$ cat config.mk
export PLATFORM = sky130hd
export DESIGN_NAME = alu_seq
export DESIGN_NICKNAME = d
export VERILOG_FILES = /design/src/rtl/alu_seq_pkg.sv /design/src/rtl/alu_mul_iter.sv /design/src/rtl/alu_seq.sv
export SDC_FILE = /design/constraint.sdc
export NUM_CORES = 1
export LEC_CHECK = 0
export CORE_MARGIN = 2
export CORE_UTILIZATION = 40
export DETAILED_ROUTE_END_ITERATION = 7
export PLACE_DENSITY = 0.63
export SLEW_MARGIN = 20
export SYNTH_ARGS = -nofsm -noshare
export SYNTH_HDL_FRONTEND = slang
export SYNTH_HIERARCHICAL = 1
export SYNTH_SLANG_ARGS = --single-unit
$ cat constraint.sdc
create_clock -name CLK -period 2.35 [get_ports CLK]
set_input_delay 0.47 -clock CLK [delete_from_list [all_inputs] [get_ports CLK]]
set_output_delay 0.47 -clock CLK [all_outputs]
set_load 0.01 [all_outputs]
$ cat src/rtl/alu_seq_pkg.sv
// Shared types for the sequential ALU: opcode encoding and controller states.
package alu_seq_pkg;

    typedef enum logic [3:0] {
        kADD  = 4'd0,
        kSUB  = 4'd1,
        kADDi = 4'd2,
        kLSH  = 4'd3,
        kLSHC = 4'd4,
        kRSH  = 4'd5,
        kRSHC = 4'd6,
        kXOR  = 4'd7,
        kAND  = 4'd8,
        kOR   = 4'd9,
        kCMP  = 4'd10,
        kMUL  = 4'd11,
        kSHLN = 4'd12,
        kSHRN = 4'd13
    } alu_op_t;

    typedef enum logic [1:0] {
        IDLE,
        MUL,
        SHIFT
    } alu_state_t;

endpackage

$ cat src/rtl/alu_mul_iter.sv
// Unsigned shift-add multiplier retiring one multiplier bit per clock.
// done and the product are presented combinationally on the final iteration cycle.
module alu_mul_iter #(
    parameter int unsigned WIDTH = 8
) (
    input  logic             clk,
    input  logic             rst_n,
    input  logic             start,
    input  logic [WIDTH-1:0] a,
    input  logic [WIDTH-1:0] b,
    output logic             done,
    output logic [WIDTH-1:0] prod_lo,
    output logic [WIDTH-1:0] prod_hi
);

    localparam int unsigned CW = $clog2(WIDTH) + 1;
    localparam logic [CW-1:0] CNT_LAST = CW'(WIDTH);

    logic [WIDTH-1:0] mcand_q;
    logic [WIDTH-1:0] acc_q, acc_d;
    logic [WIDTH-1:0] mplier_q, mplier_d;
    logic [CW-1:0]    cnt_q, cnt_d;
    logic             run_q;
    logic [WIDTH:0]   sum;

    // Low product bits shift into the vacated top of the multiplier register.
    always_comb begin
        sum      = {1'b0, acc_q} + (mplier_q[0] ? {1'b0, mcand_q} : '0);
        acc_d    = sum[WIDTH:1];
        mplier_d = {sum[0], mplier_q[WIDTH-1:1]};
        cnt_d    = cnt_q + CW'(1);
    end

    assign done    = run_q && (cnt_d == CNT_LAST);
    assign prod_hi = acc_d;
    assign prod_lo = mplier_d;

    always_ff @(posedge clk or negedge rst_n) begin
        if (!rst_n) begin
            mcand_q  <= '0;
            acc_q    <= '0;
            mplier_q <= '0;
            cnt_q    <= '0;
            run_q    <= 1'b0;
        end else if (start) begin
            mcand_q  <= a;
            acc_q    <= '0;
            mplier_q <= b;
            cnt_q    <= '0;
            run_q    <= 1'b1;
        end else if (run_q) begin
            acc_q    <= acc_d;
            mplier_q <= mplier_d;
            cnt_q    <= cnt_d;
            if (done) begin
                run_q <= 1'b0;
            end
        end
    end

endmodule

$ cat src/rtl/alu_seq.sv
// Sequential ALU: single-cycle arithmetic/logic ops plus iterative multiply and shift-by-N,
// with carry/equal/greater flags kept internally for multi-precision chaining.
module alu_seq
    import alu_seq_pkg::*;
#(
    parameter int unsigned WIDTH      = 8,
    parameter int unsigned IMM_W      = 5,
    parameter bit          SIGNED_CMP = 1'b0
) (
    input  logic             CLK,
    input  logic             RST_N,
    input  logic             START,
    input  alu_op_t          OP,
    input  logic [WIDTH-1:0] INPUTA,
    input  logic [WIDTH-1:0] INPUTB,
    input  logic [IMM_W-1:0] IMM,
    input  logic             USE_CARRY,
    output logic             BUSY,
    output logic             DONE,
    output logic [WIDTH-1:0] OUT,
    output logic [WIDTH-1:0] OUT_HI,
    output logic             SC_OUT,
    output logic             BEQ,
    output logic             BGT
);

    localparam int unsigned NW = $clog2(WIDTH);

    alu_state_t       state_q;
    logic [NW-1:0]    cnt_q, n_q;
    logic [WIDTH-1:0] sh_q, sh_next;
    logic             dir_left_q, sh_bit;
    logic [WIDTH-1:0] out_q, out_hi_q;
    logic             sc_q, beq_q, bgt_q, done_q;

    logic [NW-1:0]    n_in;
    logic             mul_start, mul_done;
    logic [WIDTH-1:0] mul_lo, mul_hi;

    logic [WIDTH-1:0] add_b;
    logic             cin;
    logic [WIDTH:0]   add_sum;
    logic [WIDTH-1:0] res_out;
    logic             res_sc, res_beq, res_bgt;

    assign n_in      = INPUTB[NW-1:0];
    assign mul_start = START && (state_q == IDLE) && (OP == kMUL);

    assign BUSY   = (state_q != IDLE);
    assign DONE   = done_q;
    assign OUT    = out_q;
    assign OUT_HI = out_hi_q;
    assign SC_OUT = sc_q;
    assign BEQ    = beq_q;
    assign BGT    = bgt_q;

    alu_mul_iter #(
        .WIDTH (WIDTH)
    ) u_mul (
        .clk     (CLK),
        .rst_n   (RST_N),
        .start   (mul_start),
        .a       (INPUTA),
        .b       (INPUTB),
        .done    (mul_done),
        .prod_lo (mul_lo),
        .prod_hi (mul_hi)
    );

    // Single-cycle result; SUB is A + ~B with the carry-in acting as "no borrow".
    always_comb begin
        add_b = INPUTB;
        if (OP == kSUB) begin
            add_b = ~INPUTB;
        end else if (OP == kADDi) begin
            add_b = WIDTH'(IMM);
        end

        cin = 1'b0;
        if (OP != kADDi) begin
            cin = USE_CARRY ? sc_q : (OP == kSUB);
        end
        add_sum = {1'b0, INPUTA} + {1'b0, add_b} + {{WIDTH{1'b0}}, cin};

        res_out = '0;
        res_sc  = sc_q;
        res_beq = beq_q;
        res_bgt = bgt_q;
        case (OP)
            kADD, kSUB, kADDi: {res_sc, res_out} = add_sum;
            kLSH:              {res_sc, res_out} = {INPUTA, 1'b0};
            kLSHC:             {res_sc, res_out} = {INPUTA, sc_q};
            kRSH:              {res_out, res_sc} = {1'b0, INPUTA};
            kRSHC:             {res_out, res_sc} = {sc_q, INPUTA};
            kXOR: begin
                res_out = INPUTA ^ INPUTB;
                res_sc  = 1'b0;
            end
            kAND: begin
                res_out = INPUTA & INPUTB;
                res_sc  = 1'b0;
            end
            kOR: begin
                res_out = INPUTA | INPUTB;
                res_sc  = 1'b0;
            end
            kCMP: begin
                res_beq = (INPUTA == INPUTB);
                res_bgt = SIGNED_CMP ? ($signed(INPUTA) > $signed(INPUTB)) : (INPUTA > INPUTB);
            end
            // Only reached with N=0: pass A through, carry untouched.
            kSHLN, kSHRN:      res_out = INPUTA;
            default: ;
        endcase
    end

    always_comb begin
        sh_next = dir_left_q ? {sh_q[WIDTH-2:0], 1'b0} : {1'b0, sh_q[WIDTH-1:1]};
        sh_bit  = dir_left_q ? sh_q[WIDTH-1] : sh_q[0];
    end

    always_ff @(posedge CLK or negedge RST_N) begin
        if (!RST_N) begin
            state_q    <= IDLE;
            cnt_q      <= '0;
            n_q        <= '0;
            sh_q       <= '0;
            dir_left_q <= 1'b0;
            out_q      <= '0;
            out_hi_q   <= '0;
            sc_q       <= 1'b0;
            beq_q      <= 1'b0;
            bgt_q      <= 1'b0;
            done_q     <= 1'b0;
        end else begin
            done_q <= 1'b0;
            case (state_q)
                IDLE: begin
                    if (START) begin
                        if (OP == kMUL) begin
                            state_q <= MUL;
                        end else if ((OP == kSHLN || OP == kSHRN) && n_in != '0) begin
                            state_q    <= SHIFT;
                            sh_q       <= INPUTA;
                            n_q        <= n_in;
                            dir_left_q <= (OP == kSHLN);
                            cnt_q      <= '0;
                        end else begin
                            out_q  <= res_out;
                            sc_q   <= res_sc;
                            beq_q  <= res_beq;
                            bgt_q  <= res_bgt;
                            done_q <= 1'b1;
                        end
                    end
                end
                MUL: begin
                    if (mul_done) begin
                        out_q    <= mul_lo;
                        out_hi_q <= mul_hi;
                        sc_q     <= |mul_hi;
                        done_q   <= 1'b1;
                        state_q  <= IDLE;
                    end
                end
                SHIFT: begin
                    sh_q  <= sh_next;
                    cnt_q <= cnt_q + NW'(1);
                    if (cnt_q + NW'(1) == n_q) begin
                        out_q   <= sh_next;
                        sc_q    <= sh_bit;
                        done_q  <= 1'b1;
                        state_q <= IDLE;
                    end
                end
                default: state_q <= IDLE;
            endcase
        end
    end

endmodule

==> results of run 1 <==
## final cells by class
cell class | count | area [um^2] | area share [%]
Tap cell | 176 | 220 | 2.87
Inverter | 28 | 105 | 1.37
Sequential cell | 66 | 1650 | 21.5
Clock buffer | 10 | 239 | 3.11
Timing Repair Buffer | 189 | 1630 | 21.2
Multi-Input combinational cell | 476 | 3750 | 48.8
Clock inverter | 6 | 90.1 | 1.17
## where the power goes
group	switching (W)	total, W	internal [W]
Clock	0.000505	0.00146	0.000958
Combinational	0.00223	0.00457	0.00234
Sequential	0.000411	0.00207	0.00166
## through the flow
stage	power [W]	cell area, um^2	hold slack (ns)	cells
floorplan	0.00449	5510	0.174	609
global placement	0.00612	7000	0.473	928
detailed placement	0.00625	7000	0.486	928
CTS	0.00788	7520	0.128	946
global route	0.00861	7690	0.152	951
finish	0.00810	7690	0.118	951
## worst min-delay path by stage
stage,cells past startpoint,startpoint,end
2_1_floorplan,0,RST_N,BEQ
3_3_place_gp,2,cnt_q[1],cnt_q[1]
3_5_place_dp,1,RST_N,OUT_HI[1]
4_1_cts,1,RST_N,u_mul/acc_q[1]
5_1_grt,1,RST_N,u_mul/acc_q[1]
6_report,1,RST_N,u_mul/acc_q[3]
## state kept, by name, indices dropped and copies added (netlist names), 2 cells and up
name            cells
OUT                 8
OUT_HI              8
sh_q                8
u_mul/acc_q         8
u_mul/mcand_q       8
u_mul/mplier_q      8
u_mul/cnt_q         4
cnt_q               3
n_q                 3
state_q             2
## cell families (layout without fill, tap and decap cells)
| logic type | Yosys count | count (layout) |
|---|---|---|
| simple gates | 192 | 192 |
| compound gates | 174 | 174 |
| buf+inv | 67 | 233 |
| flops | 66 | 66 |
| fa+ha+maj | 49 | 49 |
| mux | 47 | 47 |
| xor+xnor | 14 | 14 |
## synthesized netlist by cell type (4+ instances only)
| cell type | count | area [um^2] |
|---|---|---|
| mux2_2 | 25 | 282 |
| nor3_1 | 14 | 70.1 |
| o21a_1 | 6 | 45.0 |
| o221ai_1 | 4 | 35.0 |
| dfrtp_1 | 66 | 1650 |
| nand3b_1 | 5 | 37.5 |
| buf_4 | 7 | 52.6 |
| nor2_1 | 45 | 169 |
| nand2_1 | 53 | 199 |
| a211o_1 | 4 | 35.0 |
| nand2b_1 | 9 | 56.3 |
| a21oi_1 | 36 | 180 |
| buf_2 | 14 | 70.1 |
| a22oi_1 | 9 | 67.6 |
| a31oi_1 | 8 | 50.1 |
| a22o_1 | 13 | 114 |
| clkbuf_1 | 15 | 56.3 |
| o21ai_0 | 38 | 190 |
| nor2_2 | 4 | 25.0 |
| and2_1 | 11 | 68.8 |
| nor2b_1 | 8 | 50.1 |
| mux2i_1 | 22 | 220 |
| inv_1 | 27 | 101 |
| a21o_1 | 8 | 60.1 |
| ha_1 | 45 | 563 |
| nand3_1 | 12 | 60.1 |
| nand4_1 | 5 | 31.3 |
| xor2_1 | 11 | 96.3 |
| a221oi_1 | 4 | 35.0 |
## layer usage
metal  GRT usage (%)  up-vias  wire length [um]
met5               0        -                 0
met2            42.5      184              8850
met1            31.0     2597              7430
li1                -     2539                 -
met4            16.4        0              1040
met3            2.41       57               820
## repair_timing
item,in CTS,in global routing
setup endpoints to repair,16,16
setup buffers,3,4
pin swaps,33,22
resized for setup,63,26
cloned,0,1
hold buffers,0,0
==> results.txt, run 1 <==
Synthesized Nets - 686
CP max FO - 3
Die X - 120 um
routed wire length - 18100 um
Layout area overhead - 41.8%
Slew Viols, Final - 0
Synth warnings - 6
adder-cell share of the synthesized area - 11.7%
simple-gate portion of the synthesized area - 18.0%
TritonCTS clock tree - built
Mapped Area - 0.00542 mm^2
Post-Syn Instances - 609
DR vias - 5377
Worst-path clk slew - 0.06 ns
CP bufs+invs - 0
clk sinks - 66
DP HPWL - 13800 um
FP Rows - 42
full die area - 0.0145 mm^2
dpl ws - -0.988 ns
commonest non-fill, non-tap cells in the layout - buf_4, dfrtp_1, nand2_1
GRT Resource Usage Total - 25.3%
Tightest Pin Transition - 0.549 ns
drt wl/cell - 19.1 um
Fin. Hold Viols - 0
Rel. slew slack - 63.4%
outcome - finished with violations
FF-to-FF path depth - 11
Setup CP Type - register to register
Post-synth EDFFs - 0
Hold Crit Class - input pin to asynchronous set/reset pin
largest net degree at the start of global routing - 32
XOR/XNOR Fraction of Synth Area - 2.52%
maximum VDD drop - 0.383 mV
failing checks - negative setup slack
DRC errors left - 0
crit path DAT - 2.89 ns
reg-to-reg slack, setup - -0.32 ns
global-route wire length before repair - 28100 um
Post-DRT Antenna Nets - 0
Die Ht - 120 um
Detailed Routing Iterations Pass 1 - 5
Async S/R FF share, synth - 100%
maxcap violations - 0
later-pin clock latency in the skew report - 0.34 ns
Pwr per Cell Area - 1050 mW/mm^2
Max Root-Sink Buffers - 2
compound-cell area share of the yosys netlist - 22.5%
final net count - 847
filler cell count - 1159
buffers added on ports - 49
slowest stage delay, CP - 0.39 ns
diode count - 0
vias in the first global route - 5335
family with the most delay on the worst path - compound AO/OA/AOI/OAI gates
crit-path cells - and2_4 > ha_4 > fa_2 > a211oi_4 > o21bai_1 > a211oi_2 > nor2_2 > nor4_2 > nand2_1 > a21oi_2 > o31ai_2
Setup Skew - 0.0104 ns
Worst Setup EP - SC_OUT
remaining global-route overflow - 0
First DRT Iteration DRCs - 531
core area - 0.0132 mm^2
Vias/cell - 5.65
Worst Setup End Kind - register
most common cell after layout, fill and taps aside - buf_4
Critical Path Stages - 11
leakage dissipation - 3.54 nW
clock root buffer - clkbuf_16
Worst Path Required - 2.57 ns
CP Launch Type - register
multiplexer share of the synthesized area - 9.25%
Initial Util - 40.9%
layout cells sized above 1 - 33.3%
Most used DFF post-synth - dfrtp_1
H-tree depth - 3
post-route setup slack - -0.323 ns
CP max stage cell - dfrtp_1
reg-to-reg startpoint - u_mul/mplier_q[0]
Distinct cells, synth - 79
initial antenna violation count - 0
register area share after synthesis - 30.5%
CP startpoint - u_mul/mplier_q[0]
io pins - 50
Reg-to-Reg End - SC_OUT
Syn Area/Cell - 8.90 um^2
maximum clock rate - 0.374 GHz
Inserted Clock Buffers - 9
unrepaired setup endpoints after global routing - yes
Final setup viols - 7
Final Critical Period - 2.67 ns
Util after Layout - 58.0%
Routability Congestion - 0.977
Seq cells post-synth - 66
fin crit share - 114%
main combinational cell family by area after synthesis - compound AO/OA/AOI/OAI gates
final setup TNS - -0.719 ns
(Power assumes the default switching activity.)
==> inputs of run 2 (changes only) <==
--- a/config.mk
+++ b/config.mk
@@ -7,7 +7,9 @@
 export LEC_CHECK = 0
 export CORE_MARGIN = 2
 export CORE_UTILIZATION = 40
+export CTS_CLUSTER_SIZE = 24
 export DETAILED_ROUTE_END_ITERATION = 7
+export GPL_ROUTABILITY_DRIVEN = 0
 export PLACE_DENSITY = 0.63
 export SLEW_MARGIN = 20
 export SYNTH_ARGS = -nofsm -noshare
==> run 2 against run 1 <==
The run still ends with negative setup slack left. Clock power decreased by 12%. Total power decreased by 2.9%. Largest power group unchanged. Maximum frequency decreased by 6.1%. Cell area decreased by 1.5%. Non-clock buffer count decreased by 9. Sequential cell count unchanged. Register-to-register slack got worse by 0.17 ns. Routed wire length decreased by 4.0%. Combinational power decreased by 2%. Clock-buffer cell count increased by 2. Final cell count decreased by 0.95%. Sequential share of layout area increased by 0.33 points.
==> results.txt, run 2 (synthesis gave the netlist of run 1 again) <==
CP bufs+invs - 0 (unchanged)
Clk network pwr share - 16.3% (was 18.1%)
io pins - 50 (unchanged)
outcome - finished with violations (unchanged)
Slew Viols, Final - 0 (unchanged)
Setup Skew - 0.00684 ns (was 0.0104 ns)
Initial Util - 40.9% (unchanged)
final net count - 838 (was 847)
post-cts hold buffer count - 0 (unchanged)
Worst Setup End Kind - register (unchanged)
clk sinks - 66 (unchanged)
post-route cell area - 0.00757 mm^2 (was 0.00769 mm^2)
H-tree depth - 3 (unchanged)
sequential share of power - 26.5% (was 25.6%)
Final Critical Period - 2.85 ns (was 2.67 ns)
clock root buffer - clkbuf_16 (unchanged)
maximum clock rate - 0.351 GHz (was 0.374 GHz)
initial antenna violation count - 0 (unchanged)
maximum VDD drop - 0.446 mV (was 0.383 mV)
Final setup viols - 9 (was 7)
Hold Crit Class - input pin to asynchronous set/reset pin (unchanged)
routed wire length - 17400 um (was 18100 um)
full die area - 0.0145 mm^2 (unchanged)
fin crit share - 121% (was 114%)
Detailed Routing Iterations Pass 1 - 5 (unchanged)
switch share - 40.0% (was 38.8%)
Max Root-Sink Buffers - 2 (unchanged)
layout cells sized above 1 - 32.5% (was 33.3%)
CP max stage cell - dfrtp_1 (unchanged)
Vias/cell - 5.69 (was 5.65)
placed cell area - 0.00692 mm^2 (was 0.00700 mm^2)
Layout area overhead - 39.6% (was 41.8%)
combinational power share - 57.2% (was 56.4%)
commonest non-fill, non-tap cells in the layout - buf_4, dfrtp_1, nand2_1 (unchanged)
Worst Path Required - 2.57 ns (about the same)
Die Ht - 120 um (unchanged)
later-pin clock latency in the skew report - 0.33 ns (was 0.34 ns)
TritonCTS clock tree - built (unchanged)
largest net degree at the start of global routing - 67 (was 32)
filler cell count - 1187 (was 1159)
Int Power - 0.00472 W (was 0.00496 W)
drt wl/cell - 18.5 um (was 19.1 um)
failing checks - negative setup slack (unchanged)
Tightest Pin Transition - 0.478 ns (was 0.549 ns)
DP HPWL - 12900 um (was 13800 um)
FP Rows - 42 (unchanged)
Setup CP Type - register to register (unchanged)
core area - 0.0132 mm^2 (unchanged)
global-route wire length before repair - 27100 um (was 28100 um)
CP max FO - 3 (unchanged)
DR vias - 5359 (was 5377)
crit path DAT - 3.06 ns (was 2.89 ns)
DRC errors left - 0 (unchanged)
slowest stage delay, CP - 0.37 ns (was 0.39 ns)
worst hold margin - 0.149 ns (was 0.118 ns)
vias in the first global route - 5259 (was 5335)
post-route setup slack - -0.495 ns (was -0.323 ns)
diode count - 0 (unchanged)
remaining global-route overflow - 0 (unchanged)
buffers added on ports - 49 (unchanged)
final setup TNS - -1.07 ns (was -0.719 ns)
leakage dissipation - 3.47 nW (was 3.54 nW)
Fin. Hold Viols - 0 (unchanged)
Post-DRT Antenna Nets - 0 (unchanged)
unrepaired setup endpoints after global routing - yes (unchanged)
P_sw - 0.00315 W (about the same)
crit-path cells - and2_1 > ha_2 > fa_2 > a211oi_4 > o21bai_1 > a211oi_2 > nor2_2 > nor4_2 > nand2_1 > a21oi_2 > o31ai_2 (was and2_4 > ha_4 > fa_2 > a211oi_4 > o21bai_1 > a211oi_2 > nor2_2 > nor4_2 > nand2_1 > a21oi_2 > o31ai_2)
CP Launch Type - register (unchanged)
maxcap violations - 0 (unchanged)
Rel. slew slack - 68.0% (was 63.4%)
GRT Resource Usage Total - 23.9% (was 25.3%)
First DRT Iteration DRCs - 450 (was 531)
Inserted Clock Buffers - 9 (unchanged)
most common cell after layout, fill and taps aside - buf_4 (unchanged)
Die X - 120 um (unchanged)
family with the most delay on the worst path - compound AO/OA/AOI/OAI gates (unchanged)
Worst-path clk slew - 0.06 ns (about the same)
Pwr per Cell Area - 1040 mW/mm^2 (was 1050 mW/mm^2)
[run 2: cell types whose count changed in the layout (fill, tap and decap cells not counted), sizes merged]
cell and change:
buf -8, bufinv -2, clkinv -1, clkinvlp +1, dlygate4sd2 +1
[run 2: what timing repair did]
action / CTS / global route
buffers inserted: 4 / 9
endpoints found under the setup margin: 12 / 17
pin swaps: 35 / 34
gates resized for setup: 61 / 32
[run 2: layout make-up]
cell class	instances	area [um^2]	area share, %
clock buffers	12	267	3.52
inverters	28	105	1.39
clock inverters	4	25.0	0.331
multi-input cells	476	3750	49.6
flip-flops and latches	66	1650	21.8
well taps	176	220	2.91
repair buffers	180	1550	20.4
[run 2: stage by stage]
step                      std cells  worst slack, ns  util (%)  total power [W]
after global routing            942           -0.548      57.2          0.00836
final                           942           -0.495      57.2          0.00787
after detailed placement        917            -1.00      52.3          0.00624
after global placement          917           -0.951      52.3          0.00610
after CTS                       935           -0.403      55.8          0.00773
after floorplan                 609           -0.677         -          0.00449
[run 2: power groups by stage]
| stage | clock network (W) | registers, W | logic, W |
|---|---|---|---|
| 2_1_floorplan | 0 | 0.00200 | 0.00249 |
| 3_3_place_gp | 0 | 0.00206 | 0.00403 |
| 3_5_place_dp | 0 | 0.00209 | 0.00415 |
| 4_1_cts | 0.00131 | 0.00208 | 0.00434 |
| 5_1_grt | 0.00136 | 0.00213 | 0.00487 |
| 6_report | 0.00128 | 0.00208 | 0.00450 |
[run 2: metal layers]
metal  vias up  GRT usage [%]  wire length [um]
li1       2515              -                 -
met1      2597           29.4              7040
met2       200           42.2              8910
met3        47           2.59               855
met4         0           10.6               604
met5         -              0                 0
[run 2: path summary, 6_finish.rpt]
check,startpoint,end,slack [ns],cells past startpoint
setup / recovery,u_mul/mcand_q[0],SC_OUT,-0.50,11
hold / removal,RST_N,OUT_HI[1],0.15,2
setup reg to reg,u_mul/mcand_q[0],SC_OUT,-0.50,11
hold reg to reg,u_mul/acc_q[5],u_mul/acc_q[5],0.48,2
max in group asynchronous,RST_N,cnt_q[1],1.90,2
min in group CLK,u_mul/acc_q[5],u_mul/acc_q[5],0.48,2
[run 2: worst reg2reg max path: stages (launching register included)]
cell,delay [ns]
dfrtp_1,0.37
and2_1,0.16
ha_2,0.18
fa_2,0.37
a211oi_4,0.28
o21bai_1,0.14
a211oi_2,0.33
nor2_2,0.07
nor4_2,0.32
nand2_1,0.18
a21oi_2,0.24
o31ai_2,0.09
==> inputs of run 3 (changes only) <==
--- a/config.mk
+++ b/config.mk
@@ -10,7 +10,9 @@
 export CTS_CLUSTER_SIZE = 24
 export DETAILED_ROUTE_END_ITERATION = 7
 export GPL_ROUTABILITY_DRIVEN = 0
+export GPL_TIMING_DRIVEN = 0
 export PLACE_DENSITY = 0.63
+export REMOVE_ABC_BUFFERS = 1
 export SLEW_MARGIN = 20
 export SYNTH_ARGS = -nofsm -noshare
 export SYNTH_HDL_FRONTEND = slang
==> run 3 against run 2 <==
The run still ends with negative setup slack left. Sequential share of layout area is 1.7 points higher. Global-route usage shrank 2.8 points. Sequential power increased by 2%. Via count down 8.8%. Die area is the same. Critical path depth unchanged. Cell area fell by 6.8%. Clock power grew 8%. First-iteration DRC count shrank 7.3%. Maximum frequency up 9.1%. Highest routed layer unchanged.
==> results.txt, run 3 (synthesis gave the netlist of run 1 again) <==
filler cell count - 1220 (was 1187)
First DRT Iteration DRCs - 417 (was 450)
slowest stage delay, CP - 0.42 ns (was 0.37 ns)
Hold Crit Class - input pin to asynchronous set/reset pin (unchanged)
core area - 0.0132 mm^2 (unchanged)
outcome - finished with violations (unchanged)
Pwr per Cell Area - 1050 mW/mm^2 (was 1040 mW/mm^2)
Initial Util - 40.9% (unchanged)
CP Launch Type - register (unchanged)
CP max FO - 5 (was 3)
full die area - 0.0145 mm^2 (unchanged)
Die X - 120 um (unchanged)
Fin. Hold Viols - 0 (unchanged)
CP max stage cell - dfrtp_2 (was dfrtp_1)
placed cell area - 0.00602 mm^2 (was 0.00692 mm^2)
maxcap violations - 0 (unchanged)
clock root buffer - clkbuf_16 (unchanged)
Rel. slew slack - 44.7% (was 68.0%)
Setup CP Type - register to register (unchanged)
Critical Path Stages - 11 (unchanged)
FP Rows - 42 (unchanged)
maximum clock rate - 0.383 GHz (was 0.351 GHz)
DRC errors left - 0 (unchanged)
remaining global-route overflow - 0 (unchanged)
Tightest Pin Transition - 0.830 ns (was 0.478 ns)
later-pin clock latency in the skew report - 0.33 ns (about the same)
combinational power share - 52.7% (was 57.2%)
H-tree depth - 3 (unchanged)
Worst-path clk slew - 0.05 ns (was 0.06 ns)
Final Critical Period - 2.61 ns (was 2.85 ns)
Worst Path Required - 2.56 ns (was 2.57 ns)
CP bufs+invs - 0 (unchanged)
fin crit share - 111% (was 121%)
reg-to-reg slack, setup - -0.26 ns (was -0.50 ns)
Reg area - 0.00166 mm^2 (was 0.00165 mm^2)
commonest non-fill, non-tap cells in the layout - dfrtp_1, nand2_1, nor2_1 (was buf_4, dfrtp_1, nand2_1)
clk sinks - 66 (unchanged)
DR vias - 4887 (was 5359)
Detailed Routing Iterations Pass 1 - 5 (unchanged)
Post-DRT Antenna Nets - 0 (unchanged)
Setup Skew - 0.00789 ns (was 0.00684 ns)
Die Ht - 120 um (unchanged)
Inserted Clock Buffers - 9 (unchanged)
drt wl/cell - 18.3 um (was 18.5 um)
FF-to-FF path depth - 11 (unchanged)
leakage dissipation - 3.11 nW (was 3.47 nW)
DP HPWL - 10600 um (was 12900 um)
Layout area overhead - 30.2% (was 39.6%)
family with the most delay on the worst path - compound AO/OA/AOI/OAI gates (unchanged)
GRT Resource Usage Total - 21.2% (was 23.9%)
switch share - 40.5% (was 40.0%)
Slew Viols, Final - 0 (unchanged)
unrepaired setup endpoints after global routing - yes (unchanged)
post-route cell area - 0.00706 mm^2 (was 0.00757 mm^2)
crit-path cells - and2_4 > ha_4 > fa_2 > a211oi_4 > o21ai_2 > a21o_1 > a21o_1 > nor4_2 > nand2_1 > a21oi_2 > o31ai_2 (was and2_1 > ha_2 > fa_2 > a211oi_4 > o21bai_1 > a211oi_2 > nor2_2 > nor4_2 > nand2_1 > a21oi_2 > o31ai_2)
Worst Setup End Kind - register (unchanged)
Clk network pwr share - 18.6% (was 16.3%)
dpl ws - -2.43 ns (was -1.00 ns)
largest net degree at the start of global routing - 38 (was 67)
Vias/cell - 5.76 (was 5.69)
area of the multi-input gates - 0.00377 mm^2 (was 0.00375 mm^2)
P_sw - 0.00300 W (was 0.00315 W)
global-route wire length before repair - 24700 um (was 27100 um)
sequential share of power - 28.7% (was 26.5%)
io pins - 50 (unchanged)
final net count - 745 (was 838)
TritonCTS clock tree - built (unchanged)
layout cells sized above 1 - 24.4% (was 32.5%)
failing checks - negative setup slack (unchanged)
diode count - 0 (unchanged)
post-route setup slack - -0.259 ns (was -0.495 ns)
vias in the first global route - 4882 (was 5259)
crit path DAT - 2.82 ns (was 3.06 ns)
routed wire length - 15600 um (was 17400 um)
initial antenna violation count - 0 (unchanged)
Max Root-Sink Buffers - 2 (unchanged)
cell mode on critical path - a21o_1
maximum VDD drop - 0.461 mV (was 0.446 mV)
Final setup viols - 6 (was 9)
Int Power - 0.00440 W (was 0.00472 W)
buffers added on ports - 49 (unchanged)
most common cell after layout, fill and taps aside - dfrtp_1 (was buf_4)
## run 3: cell types whose count changed in the layout (fill, tap and decap cells not counted), sizes merged
cell           before  now
dlygate4sd2         5    8
buf               136   40
bufinv              0    1
clkdlybuf4s15       1    5
clkdlybuf4s50      36   26
dlymetal6s2s        2    4
clkinv              2    1
clkbuf             12   13
bufbuf              0    3
## run 3: timing repair
item	in CTS	in global routing
hold buffers	0	0
cloned	3	0
buffers inserted	18	13
pin swaps	30	29
setup endpoints to repair	67	25
gates resized for setup	90	55
## run 3: per-stage QoR
step | hold WS [ns] | total power [W] | setup TNS (ns) | util (%) | instances
detailed placement | 0.432 | 0.00545 | -60.58 | 45.4 | 799
floorplan | 0.174 | 0.00429 | -11.27 | - | 570
global route | 0.0951 | 0.00791 | -1.79 | 53.3 | 849
global placement | 0.471 | 0.00529 | -225.67 | 44.8 | 795
finish | 0.0685 | 0.00739 | -1.02 | 53.3 | 849
CTS | 0.0773 | 0.00714 | -1.25 | 50.8 | 836
## run 3: power by group through the flow
stage	registers, W	clock network (W)	logic (W)
after floorplan	0.00207	0	0.00221
after global placement	0.00212	0	0.00318
after detailed placement	0.00214	0	0.00331
after CTS	0.00214	0.00140	0.00359
after global routing	0.00219	0.00145	0.00427
final	0.00212	0.00138	0.00390
## run 3: per-layer routing
metal	wire length, um	up-vias	GRT usage, %
met3	641	28	2.74
li1	-	2341	-
met5	0	-	0
met2	7790	168	36.5
met4	349	0	7.85
met1	6790	2350	27.1
## run 3: worst paths after layout
kind	start	endpoint
setup / recovery	u_mul/mplier_q[0]	SC_OUT
hold / removal	RST_N	OUT_HI[6]
setup reg to reg	u_mul/mplier_q[0]	SC_OUT
hold reg to reg	OUT_HI[4]	OUT_HI[4]
max in group asynchronous	RST_N	SC_OUT
min in group CLK	INPUTB[0]	u_mul/mplier_q[0]
## run 3: area by class of cell
| class | instances | share of cell area (%) |
|---|---|---|
| multi-input combinational | 476 | 53.4 |
| sequential | 66 | 23.5 |
| timing repair buffer | 87 | 14.1 |
| clock buffer | 12 | 3.63 |
| tap | 176 | 3.12 |
| inverter | 28 | 1.56 |
| clock inverter | 4 | 0.709 |
==> variant 1 (settings of run 2) <==
Set the parameter `IMM_W` to 10 (it was 5).
--- a/src/rtl/alu_seq.sv
+++ b/src/rtl/alu_seq.sv
@@ -6,3 +6,3 @@
     parameter int unsigned WIDTH      = 8,
-    parameter int unsigned IMM_W      = 5,
+    parameter int unsigned IMM_W      = 10,
     parameter bit          SIGNED_CMP = 1'b0
Interface: changed (resized IMM); port bits go from 50 to 55. No check against the original RTL was run, so the function may have changed too.
==> variant 1 against run 2 <==
The run still ends with negative setup slack left. First-iteration DRC count shrank 2.2%. Wire length shrank 0.38%. Synthesized cell count grew 1.1%. Power grew 1.4%. Final area grew 3.3%. Worst setup slack lost 0.064 ns. Sequential cell count is the same. Via count grew 1.2%. Clock power grew 9%. Area after synthesis shrank 0.62%. Largest cell class unchanged. Highest routed layer unchanged.
==> variant 1: results (changes against run 2) <==
* # Post-CTS Setup Buffers at 16 (was 4)
* Final setup fails at 11 (was 9)
* VDD IR max at 0.000409 V (was 0.000446 V)
* Multi-input combinational area share at 0.480 (was 0.496)
* Non-clock buffer share at 0.227 (was 0.204)
* Final TNS setup at -3.88 ns (was -1.07 ns)
* Skew-Pair Late Insertion Delay at 0.33 ns (about the same)
* Yosys cell types at 69 (was 79)
* First-pass GRT wire length at 27900 um (was 27100 um)
* Failing checks: negative setup slack (unchanged)
* Vias/cell at 5.60 (was 5.69)
* Cells resized by post-CTS repair at 56 (was 61)
* Post-DP Area at 7010 sq um (was 6920 sq um)
* Met2 Use GR at 0.429 (was 0.422)
* Hold_buf cts at 0 (unchanged)
* Leakage at 3.55 nW (was 3.47 nW)
* Worst setup margin at -0.559 ns (was -0.495 ns)
* Multi-input logic area at 3750 sq um (about the same)
* Hold crit path type: in2async (unchanged)
* Vias in the first global route at 5687 (was 5259)
* WL met2 at 8640 um (was 8910 um)
* Crit Reg-Reg Startpoint: u_mul/mplier_q[0] (was u_mul/mcand_q[0])
* Syn Nets at 698 (was 686)
* Clock-pin slew on the worst setup and hold paths at 0.06 ns (about the same)
* Top cells by area, synth: dfrtp_1 (31%), ha_1 (10%), mux2_2 (6.5%) (was dfrtp_1 (30%), ha_1 (10%), mux2_2 (5.2%))
* Post-synthesis sequential area ratio at 0.307 (was 0.305)
* Ys Warns at 6 (unchanged)
* Final wirelength at 17300 um (was 17400 um)
* Comb_multi_in at 477 (was 476)
* Status: complete, but fails checks (unchanged)
* Detailed Route Iter0 Violations at 440 (was 450)
* Switch Pwr at 3.06 mW (was 3.15 mW)
* Critical Path Fanout Max at 2 (was 3)
* Layout cells sized above 1 at 0.320 (was 0.325)
* GR Layer Usage met3 at 0.0304 (was 0.0259)
* Invs w/o clock at 31 (was 28)
* Worst EP arrival at 3.12 ns (was 3.06 ns)
* DIE WIDTH at 120 um (about the same)
* Fin Hold WS at 0.131 ns (was 0.149 ns)
* DR WL met3 at 726 um (was 855 um)
* Clock skew at 0.00470 ns (was 0.00684 ns)
* Buffers, non-clock at 203 (was 180)
* DP Cell Count at 934 (was 917)
* Synth cell count leaders: dfrtp_1 (66), nand2_1 (52), ha_1 (45), a21oi_1 (43), nor2_1 (42) (was dfrtp_1 (66), nand2_1 (53), ha_1 (45), nor2_1 (45), o21ai_0 (38))
* Max layer used: met4 (unchanged)
* Worst Tran Pin Value at 0.428 ns (was 0.478 ns)
* Wl on met1 at 7190 um (was 7040 um)
* Routing usage on met1 at 0.291 (was 0.294)
* Synth Area per Inst at 8.75 sq um (was 8.90 sq um)
* Clock network area share at 0.0392 (was 0.0385)
* Total GRT Usage at 0.243 (was 0.239)
* Worst Reg2Reg Path Length in Cells at 12 (was 11)
* PortBufs at 52 (was 49)
* Sequential cell count at 66 (unchanged)
* Filler cells at 1169 (was 1187)
* Pre-CTS setup slack at -1.17 ns (was -1.00 ns)
* Nets at 870 (was 838)
* DP HPWL at 12700 um (was 12900 um)
variant 1: cell count changes in the layout (fill, tap and decap cells not counted), moves of 5 or more:
cell / change
mux2_2: +6
a21oi_1: +10
buf_6: +11
o21ai_1: +6
buf_4: +9
o21a_1: +5
nor3_1: +5
a21oi_2: -6
a31oi_1: -5
variant 1: cell families (layout without fill, tap and decap cells):
logic type / count (synthesis) / count (layout) / share of synthesized area
multiplexers: 51 / 51 / 0.102
XOR/XNOR: 14 / 14 / 0.0253
AO/OA/AOI/OAI: 187 / 187 / 0.234
buffers and inverters: 73 / 250 / 0.0581
flip-flops: 66 / 66 / 0.307
AND/OR/NAND/NOR: 177 / 177 / 0.159
adder cells (fa/ha/maj): 48 / 48 / 0.116
variant 1: power by group through the flow:
stage	Sequential, mW	Clock (mW)	Combinational [mW]
2_1_floorplan	1.95	0	2.28
3_3_place_gp	1.99	0	3.78
4_1_cts	2.00	1.40	4.17
5_1_grt	2.08	1.46	4.98
6_report	2.01	1.39	4.58
3_5_place_dp	2.01	0	3.90
==> variant 2 (settings of run 2) <==
Made on the original files. Re-encode `alu_state_t` (3 states) as one-hot, 3 bits wide.
--- a/src/rtl/alu_seq_pkg.sv
+++ b/src/rtl/alu_seq_pkg.sv
@@ -20,6 +20,6 @@
 
-    typedef enum logic [1:0] {
-        IDLE,
-        MUL,
-        SHIFT
+    typedef enum logic [2:0] {
+        IDLE  = 3'b001,
+        MUL   = 3'b010,
+        SHIFT = 3'b100
     } alu_state_t;
Formal check against the unedited RTL: same outputs for any inputs over 4 cycles, from zero or initial values and one cycle with RST_N low; so few cycles prove little.
==> variant 2 against run 2 <==
The run still ends with negative setup slack left. Final area is 1.4% higher. Wire length shrank 1.6%. Fmax rose by 0.14%. Cell count grew 1.9%. Worst setup slack improved by 0.0040 ns. Sequential cell count is 1 higher. Power down 22%. Global-route usage down 0.17 points. Area after synthesis shrank 2.1%. First-iteration DRC count decreased by 12%. Sequential share of layout area about the same. Synthesized cell count is 0.33% lower. Largest cell class unchanged.
==> variant 2: results (changes against run 2) <==
* Clock skew at 0.00562 ns (was 0.00684 ns)
* Crit-path max cell delay at about 0.36 ns
* Final setup fails at 11 (was 9)
* Final TNS setup at -2.88 ns (was -1.07 ns)
* H-tree Lvls at 3 (unchanged)
* Yosys cell types at 80 (was 79)
* Status: complete, but fails checks (unchanged)
* CTS Buf Count at 9 (unchanged)
* CTS Root Buffer Type: clkbuf_16 (unchanged)
* Detailed Route Iter0 Violations at 395 (was 450)
* WL per Instance at 17.8 um (was 18.5 um)
* # diodes at 0 (unchanged)
* Synth cell count leaders: dfrtp_1 (66), nand2_1 (57), nor2_1 (48), o21ai_0 (45), ha_1 (41) (was dfrtp_1 (66), nand2_1 (53), ha_1 (45), nor2_1 (45), o21ai_0 (38))
* Clock-pin slew on the worst setup and hold paths at 0.06 ns (about the same)
* Nets at 852 (was 838)
* Post-synthesis sequential area ratio at 0.316 (was 0.305)
* DR WL met3 at 998 um (was 855 um)
* CP delay by family, top: compound AO/OA/AOI/OAI gates (unchanged)
* Layout cells sized above 1 at 0.347 (was 0.325)
* WL met2 at 8140 um (was 8910 um)
* Critical Path Fanout Max at 2 (was 3)
* Leakage at 3.48 nW (was 3.47 nW)
* Clock tree sinks at 67 (was 66)
* Max Slew Vio Count at 0 (unchanged)
* Pre-antenna DRT Iters at 5 (unchanged)
* PortBufs at 49 (unchanged)
* CP startpoint: OP[2] (was u_mul/mcand_q[0])
* Initial antenna violation count at 0 (unchanged)
* VDD IR max at 0.000433 V (was 0.000446 V)
* Synth Area per Inst at 8.74 sq um (was 8.90 sq um)
* Largest net degree at the start of global routing at 51 (was 67)
* Filler cells at 1115 (was 1187)
* Skew-Pair Late Insertion Delay at 0.33 ns (about the same)
* Ys Warns at 6 (unchanged)
* Max layer used: met4 (unchanged)
* Final wirelength at 17100 um (was 17400 um)
* Vias in the first global route at 5301 (was 5259)
* Crit Reg-Reg Startpoint: u_mul/mplier_q[0] (was u_mul/mcand_q[0])
* Clk buf depth at 2 (unchanged)
* First-pass GRT wire length at 26700 um (was 27100 um)
* Top cells by area, synth: dfrtp_1 (31%), ha_1 (9.7%), mux2_2 (4.7%) (was dfrtp_1 (30%), ha_1 (10%), mux2_2 (5.2%))
* Worst Tran Pin Value at 0.481 ns (was 0.478 ns)
* DP Cell Count at 924 (was 917)
* Wl on met1 at 7610 um (was 7040 um)
* DP HPWL at 12600 um (was 12900 um)
* Total GRT Usage at 0.238 (was 0.239)
* Failing checks: negative setup slack (unchanged)
* Pre-CTS setup slack at -1.25 ns (was -1.00 ns)
* Max Cap Viol at 0 (unchanged)
* DR vias at 5358 (was 5359)
* Worst EP arrival at 3.09 ns (was 3.06 ns)
* Syn Nets at 680 (was 686)
* Worst setup margin at -0.491 ns (was -0.495 ns)
* CP max stage cell: fa_2 (was dfrtp_1)
variant 2: changes by cell type after synthesis, moves of 5 or more:
cell and delta:
mux2i_1 -6, buf_2 -6, o22ai_1 +5, a22o_1 -10, nor3_1 +5, a21o_1 -5, o21ai_0 +7
variant 2: kinds of logic (layout without fill, tap and decap cells):
| logic type | Yosys count | after routing | synth area share |
|---|---|---|---|
| multiplexers | 40 | 40 | 0.0825 |
| AND/OR/NAND/NOR | 196 | 196 | 0.182 |
| AO/OA/AOI/OAI | 175 | 175 | 0.220 |
| flip-flops | 67 | 67 | 0.316 |
| buffers and inverters | 69 | 246 | 0.0648 |
| XOR/XNOR | 15 | 15 | 0.0248 |
| adder cells (fa/ha/maj) | 45 | 45 | 0.110 |
variant 2: report_power, final:
part | total [mW] | switching (mW) | internal [mW]
clock network | 1.35 | 0.505 | 0.845
logic | 3.01 | 1.42 | 1.59
registers | 1.76 | 0.276 | 1.48
variant 2: layout make-up:
type,count,area [sq um],area share
Clock inverter,5,52.6,0.00684
Sequential cell,67,1680,0.219
Tap cell,176,220,0.0287
Timing Repair Buffer,202,1720,0.224
Inverter,28,105,0.0137
Multi-Input combinational cell,471,3660,0.477
Clock buffer,11,243,0.0316
variant 2: worst paths after layout:
kind                                     to  slack [ns]  cells past startpoint
max                                  SC_OUT       -0.49                     12
min                                     BEQ        0.09                      1
max reg2reg                          SC_OUT       -0.43                     11
min reg2reg                u_mul/mcand_q[7]        0.50                      1
max in group asynchronous         OUT_HI[6]        1.60                      2
min in group CLK                 dir_left_q        0.49                      3
variant 2: per-layer routing:
metal / track usage / up-vias
li1: - / 2539
met1: 0.333 / 2610
met2: 0.379 / 173
met3: 0.0321 / 36
met4: 0.0781 / 0
met5: 0 / -
variant 2: timing repair:
| item | in CTS | in global routing |
|---|---|---|
| setup endpoints to repair | 47 | 21 |
| gates resized for setup | 60 | 54 |
| cloned | 1 | 0 |
| setup buffers | 10 | 13 |
| pin swaps | 39 | 29 |
variant 2: metrics by stage:
stage,hold slack (ns),cell area (sq um)
4_1_cts,0.102,7330
3_5_place_dp,0.454,6820
3_3_place_gp,0.445,6820
6_report,0.0937,7680
2_1_floorplan,0.174,5370
5_1_grt,0.121,7680
